### src/rtl/timer_alarm_if.sv
// Register-write, acknowledge and status bundle between the timer_alarm block and its host.
// The host drives the write port and acknowledge; the block drives irq, status and fire count.
interface timer_alarm_if #(
    parameter int WIDTH = 32
);
    logic             wr_en;
    logic [1:0]       wr_addr;
    logic [WIDTH-1:0] wr_data;
    logic             irq_ack;
    logic             irq;
    logic [7:0]       alarm_status;
    logic [15:0]      fire_count;

    modport master (
        output wr_en, wr_addr, wr_data, irq_ack,
        input  irq, alarm_status, fire_count
    );

    modport slave (
        input  wr_en, wr_addr, wr_data, irq_ack,
        output irq, alarm_status, fire_count
    );
endinterface

### src/rtl/timer_alarm.sv
// Compare/alarm stage on the free-running millisecond counter: one-shot or auto-reload
// target match raising a registered interrupt, with acknowledge, sticky overrun and fire count.
module timer_alarm #(
    parameter int WIDTH = 32
) (
    input  logic             clock,
    input  logic             reset_n,
    input  logic [WIDTH-1:0] millisec_counter,
    timer_alarm_if.slave     bus
);
    typedef enum logic [1:0] {
        IDLE  = 2'd0,
        ARMED = 2'd1,
        DONE  = 2'd2
    } state_e;

    state_e           state_q, state_d;
    logic [2:0]       ctrl_q, ctrl_d;         // {irq_en, periodic, arm}
    logic [WIDTH-1:0] compare_q, compare_d;
    logic [WIDTH-1:0] period_q, period_d;
    logic [WIDTH-1:0] target_q, target_d;
    logic             pending_q, pending_d;
    logic             overrun_q, overrun_d;
    logic [15:0]      fire_count_q, fire_count_d;
    logic             irq_q, irq_d;
    logic [7:0]       status_q, status_d;

    logic match, ctrl_wr, cmp_wr, per_wr;

    always_comb begin
        // NOTE: every _d gets its hold value first so no path through this block infers a latch.
        state_d      = state_q;
        ctrl_d       = ctrl_q;
        compare_d    = compare_q;
        period_d     = period_q;
        target_d     = target_q;
        pending_d    = pending_q;
        overrun_d    = overrun_q;
        fire_count_d = fire_count_q;

        match   = (state_q == ARMED) && (millisec_counter == target_q);
        ctrl_wr = bus.wr_en && (bus.wr_addr == 2'd0);
        cmp_wr  = bus.wr_en && (bus.wr_addr == 2'd1);
        per_wr  = bus.wr_en && (bus.wr_addr == 2'd2);

        if (bus.irq_ack) begin
            pending_d = 1'b0;
            overrun_d = 1'b0;
            if (state_q == DONE) state_d = IDLE;
        end

        // A control write in the same cycle discards the match entirely.
        if (match && !ctrl_wr) begin
            fire_count_d = fire_count_q + 16'd1;
            pending_d    = 1'b1;
            if (pending_q && !bus.irq_ack) overrun_d = 1'b1;
            if (ctrl_q[1] && (period_q != '0)) target_d = target_q + period_q;
            else                               state_d  = DONE;
        end

        if (cmp_wr) begin
            compare_d = bus.wr_data;
            if (state_q == ARMED) target_d = bus.wr_data;
        end

        if (per_wr) period_d = bus.wr_data;

        if (ctrl_wr) begin
            ctrl_d = bus.wr_data[2:0];
            if (bus.wr_data[0]) begin
                target_d = compare_q;
                state_d  = ARMED;
            end else begin
                state_d  = IDLE;
            end
        end

        irq_d    = pending_q & ctrl_q[2];
        status_d = {4'b0000, state_q, overrun_q, pending_q};
    end

    // NOTE: state uses non-blocking assignments so every flop samples pre-edge values.
    always_ff @(posedge clock) begin
        if (!reset_n) begin
            state_q      <= IDLE;
            ctrl_q       <= '0;
            compare_q    <= '0;
            period_q     <= '0;
            target_q     <= '0;
            pending_q    <= 1'b0;
            overrun_q    <= 1'b0;
            fire_count_q <= '0;
            irq_q        <= 1'b0;
            status_q     <= '0;
        end else begin
            state_q      <= state_d;
            ctrl_q       <= ctrl_d;
            compare_q    <= compare_d;
            period_q     <= period_d;
            target_q     <= target_d;
            pending_q    <= pending_d;
            overrun_q    <= overrun_d;
            fire_count_q <= fire_count_d;
            irq_q        <= irq_d;
            status_q     <= status_d;
        end
    end

    assign bus.irq          = irq_q;
    assign bus.alarm_status = status_q;
    assign bus.fire_count   = fire_count_q;
endmodule

### src/flat_wrapper.sv
// flat-port wrapper written by rule: the top's interface ports become plain ports
module timer_alarm_flat 
#(
    parameter int WIDTH = 32
)
  (clock, reset_n, millisec_counter, bus_wr_en, bus_wr_addr, bus_wr_data, bus_irq_ack, bus_irq, bus_alarm_status, bus_fire_count);
  timer_alarm_if #(.WIDTH(WIDTH)) bus_i ();
  input  logic clock;
  input  logic reset_n;
  input  logic [WIDTH-1:0] millisec_counter;
  input wire logic [$bits(bus_i.wr_en)-1:0] bus_wr_en;
  input wire logic [$bits(bus_i.wr_addr)-1:0] bus_wr_addr;
  input wire logic [$bits(bus_i.wr_data)-1:0] bus_wr_data;
  input wire logic [$bits(bus_i.irq_ack)-1:0] bus_irq_ack;
  output wire logic [$bits(bus_i.irq)-1:0] bus_irq;
  output wire logic [$bits(bus_i.alarm_status)-1:0] bus_alarm_status;
  output wire logic [$bits(bus_i.fire_count)-1:0] bus_fire_count;
  assign bus_i.wr_en = bus_wr_en;
  assign bus_i.wr_addr = bus_wr_addr;
  assign bus_i.wr_data = bus_wr_data;
  assign bus_i.irq_ack = bus_irq_ack;
  assign bus_irq = bus_i.irq;
  assign bus_alarm_status = bus_i.alarm_status;
  assign bus_fire_count = bus_i.fire_count;
  timer_alarm #(.WIDTH(WIDTH)) u_core (.clock(clock), .reset_n(reset_n), .millisec_counter(millisec_counter), .bus(bus_i));
endmodule
### config.mk
export PLATFORM = sky130hd
export DESIGN_NAME = timer_alarm_flat
export DESIGN_NICKNAME = d
export VERILOG_FILES = /design/src/rtl/timer_alarm_if.sv /design/src/rtl/timer_alarm.sv /design/src/flat_wrapper.sv
export SDC_FILE = /design/constraint.sdc
export NUM_CORES = 1
export LEC_CHECK = 0
export CELL_PAD_IN_SITES_DETAIL_PLACEMENT = 1
export CELL_PAD_IN_SITES_GLOBAL_PLACEMENT = 1
export CORE_UTILIZATION = 37
export DETAILED_ROUTE_END_ITERATION = 10
export PLACE_DENSITY = 0.81
export RECOVER_POWER = 50
export SYNTH_ARGS = -nofsm -noshare
export SYNTH_HDL_FRONTEND = slang
export SYNTH_SLANG_ARGS = --single-unit
### constraint.sdc
create_clock -name clock -period 2.7 [get_ports clock]
set_input_delay 0.405 -clock clock [delete_from_list [all_inputs] [get_ports clock]]
set_output_delay 0.405 -clock clock [all_outputs]
set_load 0.01 [all_outputs]
==> results.sh, run 1 <==
export IMPL_finalCriticalPeriod_ns=2.68
export IMPL_cp_arrival_ns=3.00
export IMPL_final_util_pct=50.1
export IMPL_die_height_um=141
export IMPL_synth_seq_area_share_pct=34.4
export IMPL_viasPerCell=5.59
export IMPL_dp_hpwl_um=18700
export IMPL_hold_class="reg2reg"
export IMPL_area_delta_synth_final_pct=31.6
export IMPL_ff_latch_area_um2=2460
export IMPL_wl_um=26400
export IMPL_hold_viol=0
export IMPL_dr_first_iter_drc_count=565
export IMPL_fmaxAchievable_mhz=374
export IMPL_diodes=0
export IMPL_dr_pass1_iters=5
export IMPL_ys_ff_latch=123
export IMPL_grt_usage_pct=27.1
export IMPL_cts_tree="done"
export IMPL_grt_max_degree=48
export IMPL_grt_ovfl_total=0
export IMPL_worstSetupPathType="in2reg"
export IMPL_synthArstFlopShare_pct=0
export IMPL_yosys_area_share_adder_pct=5.87
export IMPL_synth_top_cells_by_area="dfxtp_1 34%, nand2_1 11%, a21oi_1 8.5%"
export IMPL_total_power_mw=4.80
export IMPL_drc=0
export IMPL_clk_path_buf_depth=2
export IMPL_placed_cell_area_um2=8740
export IMPL_placedCellCount=1320
export IMPL_status="finished clean"
export IMPL_hold_start="u_core.compare_q[3]"
export IMPL_period_share_pct=99.1
export IMPL_p_leak_nw=3.67
export IMPL_cts_root_buf="clkbuf_16"
export IMPL_ant_nets=0
export IMPL_globalplace_congestion=0.904
export IMPL_vdd_drop_max_uv=385
export IMPL_slew_viol_final=0
export IMPL_setup_ws_ns=0.0239
export IMPL_setup_viol=0
export IMPL_antenna_found_initial=0
export IMPL_relSlewSlack_pct=29.7
export IMPL_syn_avg_cell_area_um2=7.56
export IMPL_synth_top_family_by_area="simple AND/OR/NAND/NOR gates"
export IMPL_core_area_um2=18800
export IMPL_power_per_cell_area_nw_per_um2=509
export IMPL_grt_pass1_wl_um=41600
export IMPL_whs_ns=0.454
export IMPL_p_int_mw=3.48
export IMPL_design_area_um2=9430
export IMPL_cts_buffers=17
export IMPL_crit_path_end_kind="flop"
export IMPL_r2r_start="u_core.target_q[8]"
export IMPL_rsz0062_at_grt="yes"
export IMPL_synth_warnings=0
export IMPL_clk_latency_ns=0.44
export IMPL_synth_compound_area_share_pct=20.9
export IMPL_clock_sinks=123
export IMPL_synth_top_area_share_pct=34.4
export IMPL_muxShareOfSynthArea_pct=1.26
export IMPL_drv_cap=0
export IMPL_syn_cell_area_um2=7170
export IMPL_cts_htree_levels=4
export IMPL_die_area_um2=19900
export IMPL_synth_distinct_cells=65
export IMPL_io_pins=95
export IMPL_crit_required_ns=3.02
export IMPL_die_x_um=141
export IMPL_vias=7560
export IMPL_synth_xor_area_share_pct=8.19
export IMPL_layout_commonest_cell="nand2_1"
export IMPL_clkPwrFrac_pct=49.9
export IMPL_wire_per_inst_um=19.5
export IMPL_multi_input_area_um2=4540
export IMPL_drive_above_1_share_pct=12.2
export IMPL_syn_inst=948
export IMPL_portBuffers=90
export IMPL_pre_cts_slack_ns=-0.417
export IMPL_final_setup_skew_ns=0.0111
export IMPL_cp_startpoint="millisec_counter[8]"
export IMPL_p_seq_share_pct=39.5
export IMPL_critPathLaunchType="input port"
export IMPL_tns_ns=0
export IMPL_clkTransAtPathRegs_ns=0.06
export IMPL_worstMarginPinSlew_ns=1.05
export IMPL_grt_pass1_vias=7885
export IMPL_synth_main_ff_cell="dfxtp_1"
export IMPL_synth_largest_area_cell="dfxtp_1"
export IMPL_comb_power_share_pct=10.6
export IMPL_yosys_area_share_simple_pct=25.8
export IMPL_fill_cells=2334
export IMPL_switchingPower_mw=1.32
export IMPL_most_common_layout_cells="206 x nand2_1, 122 x dfxtp_1, 118 x a21oi_1"
export IMPL_p_sw_share_pct=27.5
export IMPL_synth_edf_count=0
export IMPL_nNetsFinal=1183
export IMPL_start_util_pct=38.1
export IMPL_cts_hold_buf=0
export IMPL_rows=50
export IMPL_stdcell_count=1353
export IMPL_path_max_fanout=7
==> sequential cells by signal, summed over array words and instances (netlist names), 2 cells and up <==
register,cells
u_core.bus.alarm_status,4
u_core.period_q,32
u_core.target_q,32
u_core.bus.fire_count,16
u_core.ctrl_q,2
u_core.compare_q,32
u_core.state_q,2
==> power groups by stage <==
stage	registers [mW]	clock network, mW	logic [mW]
floorplan	1.92	0	0.239
global placement	1.93	0	0.486
detailed placement	1.93	0	0.497
CTS	1.89	2.42	0.503
global route	1.90	2.50	0.547
finish	1.89	2.39	0.509
==> cell type report <==
type / count / area share, %
Multi-Input combinational cell: 767 / 48.2
Sequential cell: 123 / 26.1
Timing Repair Buffer: 165 / 15.6
Clock buffer: 17 / 4.51
Tap cell: 260 / 3.45
Clock inverter: 15 / 1.87
Inverter: 6 / 0.239
==> cells in the mapped netlist (all sizes together) (2+ instances only) <==
library cell  count
inv               6
a31oi             8
buf              12
or3               7
nand2           207
and2             11
xnor2            23
dfxtp           123
o21a              5
mux2i             9
o211ai           21
ha               32
nor4b             3
o21ai            43
and3              7
a22oi             2
nand4             8
o211a             3
and3b             3
nor2             68
o31ai             4
nand2b            4
nor3b             3
a211o             6
clkbuf           43
a311oi            6
xor2             44
nor4             17
o221ai            3
nor2b             4
o22ai             2
and4              2
a21o             11
a21oi           122
nand3b            5
or2               2
nor3             15
a211oi            5
nand3            32
==> final timing paths <==
path | endpoint | slack [ns] | depth (start not counted)
hold reg to reg | u_core.target_q[3] | 0.45 | 2
setup reg to reg | u_core.target_q[30] | 0.06 | 11
hold / removal | u_core.target_q[3] | 0.45 | 2
setup / recovery | u_core.target_q[30] | 0.02 | 12
==> per-layer routing <==
| layer | track usage, % | up-vias | wire length (um) |
|---|---|---|---|
| met5 | 0 | - | 0 |
| met4 | 11.2 | 0 | 608 |
| met3 | 4.52 | 39 | 1020 |
| met2 | 47.9 | 172 | 13300 |
| met1 | 32.3 | 3749 | 11400 |
| li1 | - | 3600 | - |
==> logic make-up after synthesis <==
family / count (synthesis)
simple gates: 403
compound gates: 251
flops: 123
xor+xnor: 67
buf+inv: 61
fa+ha+maj: 33
mux: 9
other cells: 1
==> worst max-delay path, cell delays in order <==
cell and delay [ns]:
clkdlybuf4s50_1 0.41, xor2_1 0.21, or4_4 0.56, nor3_2 0.17
and4b_1 0.23, buf_6 0.15, and2_4 0.16, buf_4 0.15
mux2i_1 0.20, o21ai_0 0.13, o211ai_1 0.13, a21oi_1 0.08
==> timing repair <==
action,CTS,global route
setup endpoints to repair,1,34
gates resized for setup,3,28
setup buffers,0,1
pin swaps,1,4
Note: power is estimated with default switching activity, not from simulation.
==> inputs of run 2 (changes only) <==
--- a/config.mk
+++ b/config.mk
@@ -5,10 +5,13 @@
 export SDC_FILE = /design/constraint.sdc
 export NUM_CORES = 1
 export LEC_CHECK = 0
+export ABC_AREA = 0
+export CAP_MARGIN = 20
 export CELL_PAD_IN_SITES_DETAIL_PLACEMENT = 1
 export CELL_PAD_IN_SITES_GLOBAL_PLACEMENT = 1
 export CORE_UTILIZATION = 37
 export DETAILED_ROUTE_END_ITERATION = 10
+export HOLD_SLACK_MARGIN = 0.03
 export PLACE_DENSITY = 0.81
 export RECOVER_POWER = 50
 export SYNTH_ARGS = -nofsm -noshare
==> results of run 2 <==
Same layout as run 1: the final DEF is identical, and so are final timing and power.
